--- src/rtl/pipe_stage_reg.sv ---
// Pipeline stage register with an optional second (skid) entry, flush, hazard stall,
// and a saturating counter of cycles in which a valid output was blocked.
module pipe_stage_reg #(
    parameter int unsigned       DATA_W     = 64,
    parameter logic [DATA_W-1:0] BUBBLE_VAL = '0,
    parameter bit                SKID       = 1'b1
) (
    input  logic              clk_i,
    input  logic              rst_n_i,
    input  logic              flush_i,
    input  logic              stall_i,
    input  logic              in_valid_i,
    output logic              in_ready_o,
    input  logic [DATA_W-1:0] in_data_i,
    output logic              out_valid_o,
    input  logic              out_ready_i,
    output logic [DATA_W-1:0] out_data_o,
    output logic [1:0]        occ_o,
    output logic [15:0]       stall_cnt_o
);

    // Encoding doubles as the occupancy count.
    typedef enum logic [1:0] {
        ST_EMPTY = 2'd0,
        ST_FULL  = 2'd1,
        ST_SKID  = 2'd2
    } state_e;

    state_e            state_q;
    logic [DATA_W-1:0] main_q;
    logic [DATA_W-1:0] skid_q;
    logic [15:0]       stall_cnt_q;
    logic              out_valid;
    logic              accept;
    logic              fire;
    logic              blocked;

    assign out_valid = (state_q != ST_EMPTY);
    assign fire      = out_valid & out_ready_i & ~stall_i;

    // NOTE: without a skid entry, ready must look through to the downstream handshake,
    // which puts out_ready_i/stall_i on a combinational path to in_ready_o.
    assign in_ready_o = SKID ? (state_q != ST_SKID)
                             : (~out_valid | (out_ready_i & ~stall_i));
    assign accept     = in_valid_i & in_ready_o;
    assign blocked    = out_valid & (stall_i | ~out_ready_i);

    // NOTE: sequential state uses non-blocking assignments only; the payload registers
    // are reset as well because BUBBLE_VAL is their defined idle content.
    always_ff @(posedge clk_i) begin
        if (!rst_n_i || flush_i) begin
            state_q <= ST_EMPTY;
            main_q  <= BUBBLE_VAL;
            skid_q  <= BUBBLE_VAL;
        end else begin
            unique case (state_q)
                ST_EMPTY: begin
                    if (accept) begin
                        main_q  <= in_data_i;
                        state_q <= ST_FULL;
                    end
                end
                ST_FULL: begin
                    if (fire && accept) begin
                        main_q <= in_data_i;
                    end else if (fire) begin
                        state_q <= ST_EMPTY;
                    end else if (accept && SKID) begin
                        skid_q  <= in_data_i;
                        state_q <= ST_SKID;
                    end
                end
                ST_SKID: begin
                    if (fire) begin
                        main_q  <= skid_q;
                        state_q <= ST_FULL;
                    end
                end
                default: state_q <= ST_EMPTY;
            endcase
        end
    end

    always_ff @(posedge clk_i) begin
        if (!rst_n_i) begin
            stall_cnt_q <= 16'd0;
        end else if (blocked && !flush_i && (stall_cnt_q != 16'hFFFF)) begin
            stall_cnt_q <= stall_cnt_q + 16'd1;
        end
    end

    assign out_valid_o = out_valid;
    assign out_data_o  = out_valid ? main_q : BUBBLE_VAL;
    assign occ_o       = state_q;
    assign stall_cnt_o = stall_cnt_q;

endmodule

--- config.mk ---
export PLATFORM = sky130hd
export DESIGN_NAME = pipe_stage_reg
export DESIGN_NICKNAME = d
export VERILOG_FILES = /design/src/rtl/pipe_stage_reg.sv
export SDC_FILE = /design/constraint.sdc
export NUM_CORES = 1
export LEC_CHECK = 0
export BUFFER_PORTS_ARGS = -buffer_cell sky130_fd_sc_hd__buf_2
export CAP_MARGIN = 25
export CORE_MARGIN = 3
export CORE_UTILIZATION = 49
export CTS_BUF_LIST = sky130_fd_sc_hd__clkbuf_8 sky130_fd_sc_hd__clkbuf_16
export CTS_CLUSTER_DIAMETER = 100
export DETAILED_ROUTE_END_ITERATION = 6
export GPL_TIMING_DRIVEN = 0
export HOLD_SLACK_MARGIN = 0.12
export PLACE_DENSITY = 0.76
export SLEW_MARGIN = 20
export SYNTH_ARGS = -nofsm -noshare
export SYNTH_HDL_FRONTEND = slang
export SYNTH_SLANG_ARGS = --single-unit
--- constraint.sdc ---
create_clock -name clk_i -period 1.75 [get_ports clk_i]
set_input_delay 0.175 -clock clk_i [delete_from_list [all_inputs] [get_ports clk_i]]
set_output_delay 0.175 -clock clk_i [all_outputs]
set_load 0.1 [all_outputs]
==> qor.txt <==
CTS tree: done
hold_ws: 0.158 ns
most frequent cells in the layout: nand2_1, dfxtp_1, buf_2
vias per cell: 5.58
Die Y: 121 um
Worst Path Max Fanout: 6
crit path max-delay cell type: or4_4
Netlist cell types: 41
Leakage Power: 4.44 nW
TritonCTS Buffers: 17
Hold Path Class: in2reg
max-cap viol count: 0
Die ar.: 0.0147 mm2
number of global-route vias before repair: 6,583
Max Buffers Root-to-Sink: 2
post-place setup slack: -0.355 ns
drc violations: 0
total gr overflow: 0
number of synthesized flops with an enable pin: 0
Die X: 121 um
synthesized area: 0.00649 mm2
CP required: 2.09 ns
Core Util, Final: 0.813
Fill cells: 758
Worst setup EP type: flop
Worst Slack Setup Final: -0.0832 ns
RSZ-0062 raised after global routing: true
first-pass GRT wire length: 33.7 mm
max_slew headroom: 0.543
wire per inst: 18.4 um
VDD IR-drop max: 1.08 mV
initial core utilization: 0.508
layout cells sized above 1: 0.349
largest net degree at the start of global routing: 17
nets: 1,087
clock latency at the later pin of the worst-skew pair: 0.43 ns
detailed-route via count: 6,696
Ports: 154
CTS Sinks: 146
total track usage: 0.293
number of H-tree levels: 4
Post-Syn Nets: 836
final hold viol count: 0
Core Region: 0.0128 mm2
Reg clk slew, reported paths: 0.06 ns
TritonRoute pass-1 iters: 7
Crit Path Class: reg2reg
pwr dens: 816 mW/mm2
synthesized area per cell: 8.49 um2
DRT Wirelength: 22.1 mm
root buf cell: clkbuf_16
critical-path cell list: nor2_4 -> buf_4 -> or3_4 -> buf_6 -> or4_4 -> a21oi_2
initial antenna violation count: 1
Final ANT Viol Nets: 0
post-route cell area: 0.0104 mm2
violated checks: negative setup slack
Synth Warn #: 0
Synth async-reset ratio: 0
Yosys reg bits: 146
sequential area share after synthesis: 0.450
# port buffers: 153
Most used DFF post-synth: dfxtp_1
Rows: 41
Buf/Inv on CP: 2
final setup violation count: 37
Tightest Pin Transition: 0.685 ns
minimum clock period: 1.83 ns
area grow syn2layout: 60.0%
final worst-path cycle share: 1.05
Peak Freq: 0.545 GHz
routability cong.: 0.809
Slew Viols, Final: 0
setup TNS: -1.19 ns
DRT iter0 DRCs: 473
Layout Skew: 0.0101 ns
placed wire-length estimate: 12.0 mm
CP Launch Type: flop
Worst Path Arrival: 2.17 ns
Area after DPL: 0.00776 mm2
commonest non-fill, non-tap cell in the layout: nand2_1
outcome: finished with violations
Post-Syn Instances: 765
CP peak stage delay: 0.49 ns
Top delay family on crit path: simple AND/OR/NAND/NOR gates
## sequential cells by signal, indices dropped and copies added, names as in the netlist
| signal | cells |
|---|---|
| main_q | 64 |
| skid_q | 64 |
| occ_o | 2 |
| stall_cnt_o | 16 |
## path summary, 6_finish.rpt
kind,cells after the start,slack [ns],startpoint,end
worst max register to register,6,-0.08,occ_o[0],stall_cnt_o[2]
worst min-delay path,4,0.16,flush_i,stall_cnt_o[6]
worst min register to register,2,0.45,skid_q[12],skid_q[12]
worst max-delay path,6,-0.08,occ_o[0],stall_cnt_o[2]
## cells in the mapped netlist, types with 2 or more instances
cell	n	share of area
dfxtp_1	146	0.45
nand2_1	139	0.080
a21oi_1	76	0.059
mux2i_1	69	0.11
nor3_1	66	0.051
and2_1	65	0.063
a211oi_1	64	0.074
clkbuf_1	45	0.026
buf_2	13	0.010
buf_1	8	0.0046
nand2b_1	7	0.0067
o31ai_1	7	0.0081
or4_1	7	0.0081
nand3_1	6	0.0046
nor4_1	6	0.0058
nor2_1	5	0.0029
nand4_1	4	0.0039
and3_1	3	0.0029
a21boi_0	2	0.0023
inv_1	2	0.0012
nor2b_1	2	0.0019
o21ai_0	2	0.0015
or2_2	2	0.0019
or3_1	2	0.0019
## worst register-to-register path, delay by kind of cell, from the launching register on
kind	cells	cell delay, ns
buffers and inverters	2	0.29
flip-flops	1	0.38
AND/OR/NAND/NOR	3	0.94
AO/OA/AOI/OAI	1	0.15
## power breakdown
part / internal, mW / switching, mW
registers: 3.39 / 0.0521
clock network: 2.51 / 1.40
logic: 0.481 / 0.646
## routing by layer
| metal | track usage | up-vias | share of wire |
|---|---|---|---|
| met3 | 0.0653 | 53 | 0.050 |
| li1 | - | 3192 | - |
| met1 | 0.334 | 3184 | 0.40 |
| met5 | 0 | - | 0 |
| met2 | 0.518 | 267 | 0.52 |
| met4 | 0.136 | 0 | 0.032 |
## layout make-up
type                       instances  area, um2  area share
clock buffer                      22        517      0.0498
multi-input combinational        548       3590       0.346
sequential                       146       2990       0.288
timing repair buffer             235       2450       0.236
antenna                            1       2.50    0.000241
clock inverter                     9        123      0.0118
buffer                            65        489      0.0471
inverter                           3       11.3     0.00108
tap                              172        215      0.0207
## cell families after synthesis
group | share of synthesized area
compound gates | 0.150
fa+ha+maj | 0.00193
buf+inv | 0.0453
flops | 0.450
mux | 0.106
simple gates | 0.246
## through the flow
| step | power [mW] | instances |
|---|---|---|
| after floorplan | 4.06 | 765 |
| after global placement | 4.30 | 1090 |
| after detailed placement | 4.31 | 1090 |
| after CTS | 8.40 | 1195 |
| after global routing | 8.71 | 1201 |
| final | 8.47 | 1201 |
## timing repair
action,4_1_cts,5_1_grt
setup endpoints to repair,178,199
buffers inserted,5,3
pin swaps,34,8
hold buffers,65,0
gates cloned,7,2
gates resized for setup,274,55
hold endpoints to repair,95,0
No activity file was read; power rests on OpenSTA's default activity.
